### src/rtl/seg_scan_pkg.sv
// Shared constants, scan state encoding and digit helpers
// for the multiplexed display scanner.
package seg_scan_pkg;

   localparam int NUM_DIGITS = 4;
   localparam int DIGIT_W    = 4;
   localparam int IDX_W      = $clog2(NUM_DIGITS);
   localparam int BUS_W      = NUM_DIGITS * DIGIT_W;

   typedef enum logic [1:0] {
      ST_IDLE  = 2'd0,
      ST_BLANK = 2'd1,
      ST_DRIVE = 2'd2
   } scan_state_t;

   // True when digit idx (never 0) is a leading zero:
   // it and every digit above it are zero.
   function automatic logic lead_zero(
      input logic [BUS_W-1:0] d,
      input logic [IDX_W-1:0] idx
   );
      logic z;
      z = (idx != '0);
      for (int k = 0; k < NUM_DIGITS; k++) begin
         if (k >= int'(idx) &&
             d[k*DIGIT_W +: DIGIT_W] != '0)
            z = 1'b0;
      end
      return z;
   endfunction

endpackage

### src/rtl/scan_timer.sv
// Shared dwell counter for the scanner; the limit is
// selected per state and terminal count is reported.
module scan_timer
   import seg_scan_pkg::*;
#(
   parameter int CLK_DIV      = 50000,
   parameter int BLANK_CYCLES = 16
) (
   input  logic sys_clk,
   input  logic reset,
   input  logic clear,
   input  logic sel_drive,
   output logic term
);

   localparam int MAX_LIM =
      (CLK_DIV > BLANK_CYCLES) ? CLK_DIV : BLANK_CYCLES;
   localparam int CNT_W =
      (MAX_LIM > 1) ? $clog2(MAX_LIM) : 1;

   logic [CNT_W-1:0] cnt;
   logic [CNT_W-1:0] lim;

   assign lim = sel_drive ? CNT_W'(CLK_DIV - 1)
                          : CNT_W'(BLANK_CYCLES - 1);
   assign term = (cnt == lim);

   // Count up to the active limit, then restart at zero
   always_ff @(posedge sys_clk) begin
      if (reset || clear)
         cnt <= '0;
      else if (term)
         cnt <= '0;
      else
         cnt <= cnt + CNT_W'(1);
   end

endmodule

### src/rtl/digit_scan_ctrl.sv
// Four-digit display scan controller: IDLE/BLANK/DRIVE.
// Optional macro: LEADING_ZERO_BLANK_EN.
module digit_scan_ctrl
   import seg_scan_pkg::*;
#(
   parameter int CLK_DIV      = 50000,
   parameter int BLANK_CYCLES = 16
) (
   input  logic                  sys_clk,
   input  logic                  reset,
   input  logic                  enable,
   input  logic [BUS_W-1:0]      digits_in,
   input  logic [NUM_DIGITS-1:0] dp_in,
   input  logic                  cfg_anode_active_low,
   output logic [DIGIT_W-1:0]    hex_out,
   output logic                  digit_valid,
   output logic [NUM_DIGITS-1:0] an_out,
   output logic                  dp_out,
   output logic                  frame_done
);

   localparam logic [IDX_W-1:0] LAST_IDX =
      IDX_W'(NUM_DIGITS - 1);

   scan_state_t           state;
   logic [IDX_W-1:0]      idx;
   logic [BUS_W-1:0]      snap_dig;
   logic [NUM_DIGITS-1:0] snap_dp;
   logic                  tmr_clear;
   logic                  tmr_term;

   logic                  show;
   logic [NUM_DIGITS-1:0] an_inact;
   logic [NUM_DIGITS-1:0] an_drive;
   logic [DIGIT_W-1:0]    hex_cur;
   logic                  dp_cur;

   assign tmr_clear = (state == ST_IDLE) || !enable;

   scan_timer #(
      .CLK_DIV      (CLK_DIV),
      .BLANK_CYCLES (BLANK_CYCLES)
   ) u_timer (
      .sys_clk   (sys_clk),
      .reset     (reset),
      .clear     (tmr_clear),
      .sel_drive (state == ST_DRIVE),
      .term      (tmr_term)
   );

   // Drive values for the current index from the snapshot
   always_comb begin
      show = 1'b1;
`ifdef LEADING_ZERO_BLANK_EN
      show = !lead_zero(snap_dig, idx);
`endif
      an_inact = {NUM_DIGITS{cfg_anode_active_low}};
      an_drive = show ? (NUM_DIGITS'(1) << idx)
                      : '0;
      an_drive = an_drive ^ an_inact;
      hex_cur  = snap_dig[idx*DIGIT_W +: DIGIT_W];
      dp_cur   = snap_dp[idx] & show;
   end

   // Scan FSM with registered display outputs
   always_ff @(posedge sys_clk) begin
      if (reset) begin
         state       <= ST_IDLE;
         idx         <= '0;
         snap_dig    <= '0;
         snap_dp     <= '0;
         hex_out     <= '0;
         digit_valid <= 1'b0;
         dp_out      <= 1'b0;
         frame_done  <= 1'b0;
         an_out      <= an_inact;
      end else begin
         frame_done <= 1'b0;
         if (!enable) begin
            state       <= ST_IDLE;
            idx         <= '0;
            hex_out     <= '0;
            digit_valid <= 1'b0;
            dp_out      <= 1'b0;
            an_out      <= an_inact;
         end else begin
            unique case (state)
               ST_IDLE: begin
                  state       <= ST_BLANK;
                  idx         <= '0;
                  snap_dig    <= digits_in;
                  snap_dp     <= dp_in;
                  hex_out     <= '0;
                  digit_valid <= 1'b0;
                  dp_out      <= 1'b0;
                  an_out      <= an_inact;
               end
               ST_BLANK: begin
                  if (tmr_term) begin
                     state       <= ST_DRIVE;
                     hex_out     <= hex_cur;
                     digit_valid <= show;
                     dp_out      <= dp_cur;
                     an_out      <= an_drive;
                  end else begin
                     hex_out     <= '0;
                     digit_valid <= 1'b0;
                     dp_out      <= 1'b0;
                     an_out      <= an_inact;
                  end
               end
               ST_DRIVE: begin
                  if (tmr_term) begin
                     state       <= ST_BLANK;
                     idx         <= idx + IDX_W'(1);
                     hex_out     <= '0;
                     digit_valid <= 1'b0;
                     dp_out      <= 1'b0;
                     an_out      <= an_inact;
                     if (idx == LAST_IDX) begin
                        frame_done <= 1'b1;
                        snap_dig   <= digits_in;
                        snap_dp    <= dp_in;
                     end
                  end else begin
                     hex_out     <= hex_cur;
                     digit_valid <= show;
                     dp_out      <= dp_cur;
                     an_out      <= an_drive;
                  end
               end
               default: begin
                  state       <= ST_IDLE;
                  idx         <= '0;
                  hex_out     <= '0;
                  digit_valid <= 1'b0;
                  dp_out      <= 1'b0;
                  an_out      <= an_inact;
               end
            endcase
         end
      end
   end

endmodule

### config.mk
export PLATFORM = sky130hd
export DESIGN_NAME = digit_scan_ctrl
export DESIGN_NICKNAME = d
export VERILOG_FILES = /design/src/rtl/seg_scan_pkg.sv /design/src/rtl/scan_timer.sv /design/src/rtl/digit_scan_ctrl.sv
export SDC_FILE = /design/constraint.sdc
export NUM_CORES = 1
export LEC_CHECK = 0
export BUFFER_PORTS_ARGS = -buffer_cell sky130_fd_sc_hd__buf_2
export CAP_MARGIN = 20
export CORE_ASPECT_RATIO = 1.2
export CORE_MARGIN = 2
export CORE_UTILIZATION = 35
export DETAILED_ROUTE_END_ITERATION = 10
export GPL_ROUTABILITY_DRIVEN = 0
export HOLD_SLACK_MARGIN = 0.1
export PLACE_DENSITY_LB_ADDON = 0.08
export SLEW_MARGIN = 20
export SYNTH_ARGS = -nofsm -noshare
export SYNTH_HDL_FRONTEND = slang
export SYNTH_SLANG_ARGS = --single-unit
export TNS_END_PERCENT = 5
### constraint.sdc
create_clock -name sys_clk -period 4.2 [get_ports sys_clk]
set_clock_uncertainty 0.2 [all_clocks]
set_input_delay 0.42 -clock sys_clk [delete_from_list [all_inputs] [get_ports sys_clk]]
set_output_delay 0.42 -clock sys_clk [all_outputs]
set_load 0.03 [all_outputs]
== Yosys cells after proc, flatten, opt, wreduce, memory -nomap -nowiden ==
Cells that the tools add are included.

* Bits of input ports: 24
* Output and inout port bits: 11
* Register bits: 51

* Equality and inequality tests: 7
* Reductions and logical operators: 11
* Add/sub/neg operators: 2
* Mux-type cells: 29
* Magnitude comparators: 1
* Shift operators: 2
* Bitwise gates (word level): 5

{| class="wikitable"
|+ Operators by type and width
! operator !! number
|-
| $mux 16 || 3
|-
| $mux 4 || 8
|-
| $pmux 16 s2 || 1
|-
| $pmux 4 s2 || 3
|-
| $add 16x1->16 const B || 1
|-
| $eq 16x16->1 || 1
|-
| $shiftx 16x5->4 || 1
|-
| $mux 1 || 6
|-
| $mux 2 || 3
|-
| $ne 2x2->1 const B || 3
|-
| $pmux 2 s3 || 1
|-
| $eq 2x2->1 const B || 2
|-
| $not 1->1 || 4
|-
| $pmux 1 s2 || 2
|-
| $pmux 2 s2 || 1
|-
| $reduce_and 2->1 || 2
|-
| $reduce_and 4->1 || 1
|-
| $reduce_or 2->1 || 2
|-
| $reduce_or 4->1 || 1
|-
| $shl 1x2->4 const A || 1
|-
| $xor 4x4->4 || 1
|-
| $lt 2x3->1 const B || 1
|-
| $add 2x1->2 const B || 1
|-
| $bmux 1 s2 || 1
|-
| other kinds (5) || 6
|}

== Logic depth before layout (Yosys ltp) ==
Gate-level depths: netlist of the first run.

* Depth in word-level cells: 7
* Depth in mapped cells: 10

== Modules after synthesis ==
A second synthesis of the first run with hierarchy kept.

* Cells, all modules: 261
* Area, all modules: 2,508.7 µm²

{| class="wikitable"
|+ Modules (own cells, without submodules)
! module !! cells each !! instances !! area each (µm²)
|-
| digit_scan_ctrl || 173 || 1 || 1,757.9
|-
| scan_timer || 88 || 1 || 750.7
|}

== Worst setup path after synthesis of the first run ==
Ideal clock, no wire load.

* Kind: register to register
* Start point: register state[0]
* End point: register u_timer.cnt[10]
* Setup slack: 2,167 ps
* Cell stages (with the launch flop): 11
* Setup time: 115 ps
* Required time: 3,885 ps
* Arrival time: 1,719 ps
* Cells stage by stage: dfxtp_1 inv_1 ha_1 buf_4 xnor2_1 nand4_2 a21oi_4 or3_1 buf_2 buf_4 nor2_1

* Longest elaborated chain between the ends: 4
* Elaborated cells on any way between the ends: 7
* Those cells by class: eq/ne: 2; mux: 1; reduce/logical: 4

{| class="wikitable"
|+ Ends and longest elaborated chain
! element !! RTL line !! source
|-
| from (decl) || digit_scan_ctrl.sv:25 || <nowiki>scan_state_t state;</nowiki>
|-
| from (signal assigned) || digit_scan_ctrl.sv:68 || <nowiki>state <= ST_IDLE;</nowiki>
|-
| from (signal assigned) || digit_scan_ctrl.sv:80 || <nowiki>state <= ST_IDLE;</nowiki>
|-
| from (signal assigned) || digit_scan_ctrl.sv:89 || <nowiki>state <= ST_BLANK;</nowiki>
|-
| $eq 2x2->1 or $logic_not 2->1 (tied branches) || digit_scan_ctrl.sv:47, digit_scan_ctrl.sv:38 ||
|-
| $mux 16 or $logic_or 1x1->1 (tied branches) || scan_timer.sv:24, digit_scan_ctrl.sv:38 ||
|-
| $eq 16x16->1 or $logic_or 1x1->1 (tied branches) || scan_timer.sv:26, scan_timer.sv:30 ||
|-
| $reduce_or 2->1 (no line) (*) || -- ||
|-
| to (signal assigned) || scan_timer.sv:35 || <nowiki>cnt <= cnt + CNT_W'(1);</nowiki>
|-
| to (decl) || scan_timer.sv:21 || <nowiki>logic [CNT_W-1:0] cnt;</nowiki>
|}

Mark *: on every way between the ends. The rest lies on a longest branch, timed or not.
A chain may end at the register's enable or synchronous reset.

== Worst setup path after layout of the first run ==
* Start point: register state[0]
* End point: register snap_dig[13]

* Longest elaborated chain between the ends: 5
* Elaborated cells on any way between the ends: 9
* Those cells by class: eq/ne: 4; mux: 2; reduce/logical: 3

{| class="wikitable"
|+ Ends and longest elaborated chain
! element !! RTL line !! source
|-
| $eq 2x2->1 || digit_scan_ctrl.sv:47, digit_scan_ctrl.sv:87 ||
|-
| $mux 16 || scan_timer.sv:24 || <nowiki>assign lim = sel_drive ? CNT_W'(CLK_DIV - 1)</nowiki>
|-
| $eq 16x16->1 || scan_timer.sv:26 || <nowiki>assign term = (cnt == lim);</nowiki>
|-
| $ne 2x2->1 (no line) || -- ||
|-
| $reduce_and 4->1 (no line) || -- ||
|-
| to (signal assigned) || digit_scan_ctrl.sv:91 || <nowiki>snap_dig <= digits_in;</nowiki>
|-
| to (signal assigned) || digit_scan_ctrl.sv:122 || <nowiki>snap_dig <= digits_in;</nowiki>
|-
| to (decl) || digit_scan_ctrl.sv:27 || <nowiki>logic [BUS_W-1:0] snap_dig;</nowiki>
|}

Several ways; a longest one is shown, not always the timed one.

==> metrics.txt, run 1 <==
run status=completed; crit path to=snap_dig[13]$_SDFFE_PP0P_; CTS Hold Bufs=0; most instantiated cells after synthesis=dfxtp_1, nand2b_1, nor2_1, mux2i_1, nand2_1; fin. max-slew vios=0; drt first pass iters=4; Yosys reg bits=51; cells after synthesis=263; Port Buffer Count=34; Worst EP required=4.23 ns; I/O pin count=35; leak pwr=1.10 nW; Wirelength per Cell=13.5 microns; setup TNS=0 ns; die width=82.0 microns; Die Height=97.6 microns; CP max FO=20; most numerous cell in the Yosys netlist=dfxtp_1; FF-to-FF End=snap_dig[13]$_SDFFE_PP0P_; fin crit share=65.7%; CP startpoint kind=register; Layout area overhead=11.8%; final setup violation count=0; DRT iter0 DRCs=96; slew margin rel.=31.9%; largest cells by area after synthesis=dfxtp_1, nand2b_1, mux2i_1, ha_1, mux4_2; fin util=40.0%; DPL Wire Length=3.69 mm; CTS Buffer Depth=2; Final Hold Fails=0; number of remaining DRC errors=0; final net count=323; # clock sinks=51; critical path capture point type=register; core area=0.00715 sq mm; Worst Tran Pin Value=1.02 ns; DIE AREA=0.00800 sq mm; vias per cell=4.91; Inserted Clock Buffers=5; Initial Utilization=35.7%; crit path from=state[0]$_SDFFE_PP0P_; number of synthesized flops with an enable pin=0; Hold Path Class=in -> reg; post-route minimum period=2.76 ns; antenna violations before repair=0; Max-Cap Viols=0; GRT Util Overall=14.0%; ANT nets after route=0; Peak VDD IR=0.123 mV; number of global-route vias before repair=1,867; first-pass GRT wire length=8.69 mm; final wirelength=5.14 mm; RSZ-0062 raised after global routing=no; Pwr Density=313 mW/mm^2; Root Buffer=clkbuf_8; Synth Net Count=296; largest net degree at the start of global routing=43; ys flop type=dfxtp_1; crit path DAT=2.79 ns; CTS tree=built; sequential share of the synthesized area=40.0%; cell area after synthesis=0.00255 sq mm; Fillers=746; Cell variety after synth=40; Reg2Reg Setup Slack=1.44 ns; post-CTS setup buffers=0; number of diodes=0; Clock transition at path regs=0.11 ns; Synth top area share=40.0%; Max Clock Freq=0.363 GHz; layout cells sized above 1=19.6%; post-CTS sizing=0; ys async rst share=0%; Skew-Pair Late Insertion Delay=0.31 ns; reg2reg path depth=7; Worst Hold Margin=0.140 ns; total global routing overflow=0; syn_area_per_cell=9.71 sq um; critical path class=reg -> reg; Rows=34; Yosys Warn Count=0; Synth area leader=dfxtp_1; detailed-route via count=1,870; r2r startpoint=state[0]$_SDFFE_PP0P_; # H-tree levels=2
[worst min path at each step]
stage / depth (start not counted) / endpoint / slack, ns / from
6_report: 3 / snap_dp[1]$_SDFFE_PP0P_ / 0.14 / dp_in[1]
5_1_grt: 3 / snap_dp[1]$_SDFFE_PP0P_ / 0.14 / dp_in[1]
4_1_cts: 3 / snap_dp[1]$_SDFFE_PP0P_ / 0.13 / dp_in[1]
3_5_place_dp: 1 / u_timer.cnt[0]$_SDFF_PP0_ / 0.24 / u_timer.cnt[0]$_SDFF_PP0_
3_3_place_gp: 1 / u_timer.cnt[0]$_SDFF_PP0_ / 0.23 / u_timer.cnt[0]$_SDFF_PP0_
2_1_floorplan: 1 / u_timer.cnt[0]$_SDFF_PP0_ / 0.21 / u_timer.cnt[0]$_SDFF_PP0_
[kinds of logic (layout without fill, tap and decap cells)]
logic type	after synthesis	after routing	share of synthesized area, %
and+or+nand+nor	120	120	26.5
muxes	26	26	12.8
AOI/OAI and AO/OA	23	23	7.40
adders and majority gates	9	9	4.41
DFF	51	51	40.0
xor gates and xnor gates	15	15	5.14
buffers and inverters	19	47	3.77
[final cells by class]
type                    count  area (sq um)  share of cell area (%)
well taps                  90           113                    3.94
repair buffers             34           170                    5.96
inverters                   5          18.8                   0.657
clock buffers               5          68.8                    2.41
multi-input cells         193          1440                    50.4
clock inverters             3          26.3                   0.920
flip-flops and latches     51          1020                    35.8
[power breakdown]
| part | leakage, nW | internal (mW) | switching [mW] |
|---|---|---|---|
| combinational | 0.639 | 0.0409 | 0.0429 |
| sequential | 0.415 | 0.499 | 0.00749 |
| clock | 0.0491 | 0.123 | 0.179 |
[per-layer routing]
metal  wire, microns  vias to the layer above  track usage [%]
li1                -                      960                -
met1            2250                      870             16.7
met2            2580                       31             23.6
met3             185                        9             3.07
met4             127                        0             5.90
met5               0                        -                0
[stage by stage]
| stage | cells | power (mW) | setup slack [ns] | instance area (sq um) |
|---|---|---|---|---|
| 4_1_cts | 381 | 0.910 | 1.40 | 2860 |
| 6_report | 381 | 0.892 | 1.44 | 2860 |
| 2_1_floorplan | 263 | 0.578 | 2.17 | 2550 |
| 5_1_grt | 381 | 0.938 | 1.21 | 2860 |
| 3_5_place_dp | 373 | 0.603 | 1.43 | 2760 |
| 3_3_place_gp | 373 | 0.603 | 1.51 | 2760 |
[layout by cell type, fill, tap and decap left out, drive strengths merged]
| master | instances |
|---|---|
| nor2b | 1 |
| o32ai | 2 |
| o21ai | 9 |
| o2111a | 4 |
| mux2i | 21 |
| clkbuf | 5 |
| a21oi | 4 |
| nor3 | 10 |
| nor3b | 5 |
| buf | 34 |
| clkinv | 1 |
| xor2 | 7 |
| and4 | 3 |
| and2 | 1 |
| a31oi | 1 |
| and3 | 4 |
| nor4 | 1 |
| or3 | 3 |
| or2 | 1 |
| dfxtp | 51 |
| nand2 | 11 |
| a211oi | 1 |
| a41oi | 1 |
| nand3b | 1 |
| nand2b | 41 |
| nand4 | 3 |
| nand3 | 7 |
| ha | 9 |
| inv | 7 |
| nor2 | 28 |
| a21o | 1 |
| xnor2 | 8 |
| mux4 | 5 |
[registers in the layout, summed over array words and instances (netlist names)]
name,cells
frame_done,1
idx,2
digit_valid,1
an_out,4
state,2
hex_out,4
u_timer.cnt,16
dp_out,1
snap_dp,4
snap_dig,16
[worst max-delay path: stages, from the launching register on]
cell and delay, ns:
dfxtp_1 0.34, inv_1 0.09, ha_1 0.55, xnor2_1 0.15, nand4_2 0.15, a21oi_4 0.07, a41oi_4 0.86, mux2i_1 0.25
Note: power is estimated with default switching activity, not from simulation.
==> run 2, diff against run 1 <==
==> constraint.sdc (replaced) <==
create_clock -name sys_clk -period 2.39 [get_ports sys_clk]
set_clock_uncertainty 0.2 [all_clocks]
set_input_delay 0.239 -clock sys_clk [delete_from_list [all_inputs] [get_ports sys_clk]]
set_output_delay 0.239 -clock sys_clk [all_outputs]
set_load 0.03 [all_outputs]
==> run 2 against run 1 <==
Against the previous run: cell count increased by 6.3%; fmax increased by 26%; combinational power increased by 110%; power increased by 89%; first-iteration DRC count increased by 13%; critical path type unchanged.
==> metrics.txt, run 2 (synthesis results as in run 1) <==
total global routing overflow=0 (unchanged); Critical path buffers and inverters=2 (+1); Comb power frac=10.4% (+1.0 points); CP max FO=20 (unchanged); Pwr Density=542 mW/mm^2 (+74%); Wirelength per Cell=13.0 microns (-3.4%); most frequent cells in the layout=dfxtp_1, nand2b_1, buf_2, nor2_1; Port Buffer Count=34 (unchanged); Worst EP required=2.37 ns (-1.86 ns); CTS tree=built; Max-Cap Viols=0 (unchanged); vias per cell=4.88 (-0.49%); Finished Cell Area=0.00311 sq mm (+9.0%); max incr delay on CP=0.37 ns (-0.49 ns); Rows=34 (unchanged); setup TNS=0 ns (unchanged); cell breakdown of the critical path=inv_1 > ha_1 > xnor2_1 > nand4_2 > a21oi_4 > a41oi_4 > buf_4 > mux2i_1; largest registers=snap_dig: 16 flops, u_timer.cnt: 16 flops; fin crit share=91.7% (+26 points); Crit. path cell count=8 (+1); number of diodes=0 (unchanged); crit path DAT=2.17 ns (-0.62 ns); Worst Tran Pin Value=0.516 ns (-0.501 ns); fin. max-slew vios=0 (unchanged); CP startpoint kind=register; Flop pwr share=52.8% (-4.0 points); slew margin rel.=65.5% (+34 points); CP delay by family, top=compound AO/OA/AOI/OAI gates; GRT Util Overall=14.4% (+0.38 points); run status=completed; RSZ-0062 raised after global routing=no; Root Buffer=clkbuf_8; post-route minimum period=2.19 ns (-0.566 ns); Die Height=97.6 microns (unchanged); first-pass GRT wire length=9.18 mm (+5.6%); leak pwr=1.22 nW (+11%); Peak VDD IR=0.315 mV (+160%); detailed-route via count=1,978 (+5.8%); I/O pin count=35 (unchanged); slowest CP cell=dfxtp_1; Max Clock Freq=0.456 GHz (+26%); Final Hold Fails=0 (unchanged); # H-tree levels=2 (unchanged); DRT iter0 DRCs=108 (+13%); die width=82.0 microns (unchanged); fin util=43.6% (+3.6 points); number of global-route vias before repair=1,974 (+5.7%); Fillers=716 (-4.0%); # clock sinks=51 (unchanged); layout cells sized above 1=19.7% (+0.095 points); core area=0.00715 sq mm (unchanged); ANT nets after route=0 (unchanged); switching part of the total=22.3% (-3.4 points); DIE AREA=0.00800 sq mm (unchanged); largest net degree at the start of global routing=41 (-4.7%); most common cell after layout, fill and taps aside=dfxtp_1; clock network fraction of total power=36.9% (+3.1 points); Layout area overhead=21.8%; number of remaining DRC errors=0 (unchanged); antenna violations before repair=0 (unchanged); post-CTS setup buffers=0 (unchanged); Skew-Pair Late Insertion Delay=0.30 ns (about the same); Inserted Clock Buffers=5 (unchanged); reg2reg path depth=8 (+1); Initial Utilization=35.7% (unchanged); critical path class=reg -> reg; NetSw=0.376 mW (+64%); drt first pass iters=4 (unchanged); Post-DP Area=0.00279 sq mm (+1.1%); CTS Buffer Depth=2 (unchanged); Int Power=1.31 mW (+98%); DPL Wire Length=3.66 mm (-0.82%); critical path capture point type=register; worst hold stages=2 (-1); final wirelength=5.28 mm (+2.7%); Clock transition at path regs=0.09 ns (-0.02 ns); Hold Path Class=in -> reg; final net count=347 (+7.4%); final setup violation count=0 (unchanged)
[run 2: what timing repair did]
action,4_1_cts,5_1_grt
hold buffers,20,0
gates resized for setup,0,1
hold endpoints to repair,20,0
endpoints found under the setup margin,0,15
[run 2: final timing paths]
check | from | to | slack, ns
max | state[0]$_SDFFE_PP0P_ | snap_dig[4]$_SDFFE_PP0P_ | 0.20
max reg2reg | state[0]$_SDFFE_PP0P_ | snap_dig[4]$_SDFFE_PP0P_ | 0.20
min | cfg_anode_active_low | an_out[0]$_DFF_P_ | 0.18
min reg2reg | u_timer.cnt[0]$_SDFF_PP0_ | u_timer.cnt[0]$_SDFF_PP0_ | 0.27
[run 2: cell type report]
type	count	area (sq um)	area share [%]
Clock buffer	6	82.6	2.65
Clock inverter	2	35.0	1.13
Inverter	5	18.8	0.603
Multi-Input combinational cell	193	1440	46.3
Sequential cell	51	1020	32.8
Tap cell	90	113	3.62
Timing Repair Buffer	58	400	12.9
[run 2: layer usage]
layer	routed length, microns	track usage (%)	part of all wire [%]
met5	0	0	0
met4	26	3.08	0.49
met3	165	2.60	3.1
met2	2640	24.3	50
met1	2450	18.7	46
[run 2: stage by stage]
stage	hold WS, ns	total power, mW	std cells	setup WS, ns
after global routing	0.179	1.77	405	0.0421
after CTS	0.170	1.72	405	0.0870
final	0.184	1.69	405	0.198
after detailed placement	0.237	1.06	377	0.101
after floorplan	0.191	1.02	263	0.357
after global placement	0.227	1.06	377	0.161
[run 2: power groups by stage]
stage	combinational, mW	sequential, mW	clock, mW
3_3_place_gp	0.150	0.911	0
5_1_grt	0.193	0.894	0.684
6_report	0.175	0.891	0.623
3_5_place_dp	0.151	0.911	0
4_1_cts	0.176	0.891	0.648
2_1_floorplan	0.103	0.914	0
==> run 3, diff against run 2 <==
==> constraint.sdc (replaced) <==
create_clock -name sys_clk -period 2 [get_ports sys_clk]
set_clock_uncertainty 0.2 [all_clocks]
set_input_delay 0.2 -clock sys_clk [delete_from_list [all_inputs] [get_ports sys_clk]]
set_output_delay 0.2 -clock sys_clk [all_outputs]
set_load 0.03 [all_outputs]
==> run 3 against run 2 <==
Against the previous run: sequential power increased by 20%; fmax is 17% higher; setup slack got worse by 0.067 ns; worst hold slack got worse by 0.053 ns; sequential share of layout area shrank 1.6 points; via count decreased by 0.46%; cell count increased by 2.7%; non-clock buffer count grew 11; largest power group unchanged.
==> metrics.txt, run 3 (synthesis results as in run 1) <==
run status=completed; CTS tree=built; critical path capture point type=register; GRT Util Overall=14.7% (+0.36 points); fin. max-slew vios=0 (unchanged); Peak VDD IR=0.309 mV (-1.9%); Initial Utilization=35.7% (unchanged); number of diodes=0 (unchanged); worst hold stages=2 (unchanged); DPL Wire Length=3.81 mm (+4.0%); detailed-route via count=1,969 (-0.46%); clock network fraction of total power=40.0% (+3.1 points); CP startpoint kind=register; Pwr Density=653 mW/mm^2 (+20%); Skew-Pair Late Insertion Delay=0.31 ns (about the same); GR peak layer=met2; most frequent cells in the layout=dfxtp_1, nand2b_1, buf_2, nor2_1, dlygate4sd3_1; worst setup margin=0.131 ns (-0.0668 ns); largest net degree at the start of global routing=39 (-4.9%); DIE AREA=0.00800 sq mm (unchanged); Int Power=1.67 mW (+27%); post-CTS setup buffers=0 (unchanged); number of global-route vias before repair=1,992 (+0.91%); reg2reg path depth=8 (unchanged); Root Buffer=clkbuf_8; Placement Setup Slack=-0.000256 ns (-0.101 ns); slew margin rel.=72.8% (+7.2 points); post-route minimum period=1.87 ns (-0.323 ns); # clock sinks=51 (unchanged); Flop pwr share=49.8% (-3.0 points); CTS Buffer Depth=2 (unchanged); Clock transition at path regs=0.09 ns (about the same); PnR Total Power=2.14 mW (+27%); leak pwr=1.28 nW (+5.3%); drt first pass iters=4 (unchanged); ANT nets after route=0 (unchanged); fin crit share=93.4% (+1.7 points); Rows=34 (unchanged); Non-Filler Instances=416 (+2.7%); I/O pin count=35 (unchanged); Max-Cap Viols=0 (unchanged); largest registers=snap_dig: 16 flops, u_timer.cnt: 16 flops; GR Layer Usage met3=3.07% (+0.46 points); Max Clock Freq=0.535 GHz (+17%); Wirelength per Cell=12.9 microns (-1.4%); Worst EP required=2.04 ns (-0.33 ns); Fillers=697 (-2.7%); Port Buffer Count=34 (unchanged); antenna violations before repair=0 (unchanged); NetSw=0.469 mW (+25%); # H-tree levels=2 (unchanged); most common cell after layout, fill and taps aside=dfxtp_1; core area=0.00715 sq mm (unchanged); RSZ-0062 raised after global routing=no; number of remaining DRC errors=0 (unchanged); final setup violation count=0 (unchanged); DRT iter0 DRCs=72 (-33%); Worst Tran Pin Value=0.407 ns (-0.110 ns); switching part of the total=21.9% (-0.34 points); layout cells sized above 1=24.5% (+4.9 points); met1 Use GR=18.3% (-0.38 points); CP max FO=7 (-65%); Inserted Clock Buffers=5 (unchanged); Cell Count Post-Placement=387 (+2.7%); GR Util met2=24.7% (+0.38 points); final wirelength=5.35 mm (+1.3%); first-pass GRT wire length=9.23 mm (+0.53%); Hold Path Class=in -> reg; total global routing overflow=0 (unchanged); fin util=45.8% (+2.3 points); die width=82.0 microns (unchanged); Layout area overhead=28.2%; crit path DAT=1.90 ns (-0.27 ns); Comb power frac=10.2% (-0.2 points); vias per cell=4.73 (-3.1%); final net count=358 (+3.2%); critical path class=reg -> reg; Die Height=97.6 microns (unchanged); Final Hold Fails=0 (unchanged)
[run 3: cell types whose count changed in the layout (fill, tap and decap cells not counted), sizes merged]
| cell | change |
|---|---|
| dlygate4sd3 | +1 |
| buf | +10 |
| clkinv | -1 |
| clkinvlp | +1 |
| bufinv | +1 |
| clkbuf | -1 |
[run 3: layout make-up]
| cell class | count | area (sq um) | share of cell area (%) |
|---|---|---|---|
| inverters | 5 | 18.8 | 0.573 |
| repair buffers | 69 | 498 | 15.2 |
| clock buffers | 5 | 68.8 | 2.10 |
| clock inverters | 3 | 67.6 | 2.06 |
| well taps | 90 | 113 | 3.44 |
| multi-input cells | 193 | 1490 | 45.4 |
| flip-flops and latches | 51 | 1020 | 31.2 |
[run 3: final timing paths]
check / from / endpoint / slack (ns)
setup / recovery: state[0]$_SDFFE_PP0P_ / state[0]$_SDFFE_PP0P_ / 0.13
hold reg to reg: u_timer.cnt[0]$_SDFF_PP0_ / u_timer.cnt[0]$_SDFF_PP0_ / 0.23
setup reg to reg: state[0]$_SDFFE_PP0P_ / state[0]$_SDFFE_PP0P_ / 0.13
hold / removal: cfg_anode_active_low / an_out[1]$_DFF_P_ / 0.13
[run 3: timing repair]
action / CTS / global route
endpoints found under the setup margin: 5 / 50
hold buffers: 21 / 0
endpoints found under the hold margin: 21 / 0
resized for setup: 1 / 11
[run 3: critical path: stages (launching register included)]
cell     delay [ns]
dfxtp_2        0.34
inv_2          0.06
ha_4           0.17
xnor2_2        0.13
nand4_2        0.14
a21oi_4        0.06
buf_4          0.16
or3_2          0.40
a21oi_1        0.14
[run 3: power by group through the flow]
stage / clock [mW] / combinational, mW / sequential, mW
floorplan: 0 / 0.124 / 1.09
global placement: 0 / 0.188 / 1.09
detailed placement: 0 / 0.188 / 1.09
CTS: 0.881 / 0.220 / 1.07
global route: 0.925 / 0.244 / 1.07
finish: 0.854 / 0.219 / 1.07
[run 3: layer usage]
metal  up-vias  share of wire [%]
met1       897                 46
met2        41                 49
met3         7                3.5
met5         -                  0
li1       1024                  -
met4         0                1.6
[run 3: metrics by stage]
| stage | area (sq um) | setup TNS, ns | hold WS (ns) |
|---|---|---|---|
| 2_1_floorplan | 2560 | 0 | 0.152 |
| 3_3_place_gp | 2880 | 0 | 0.233 |
| 3_5_place_dp | 2880 | -0.000256 | 0.243 |
| 4_1_cts | 3230 | 0 | 0.117 |
| 5_1_grt | 3280 | 0 | 0.143 |
| 6_report | 3280 | 0 | 0.131 |
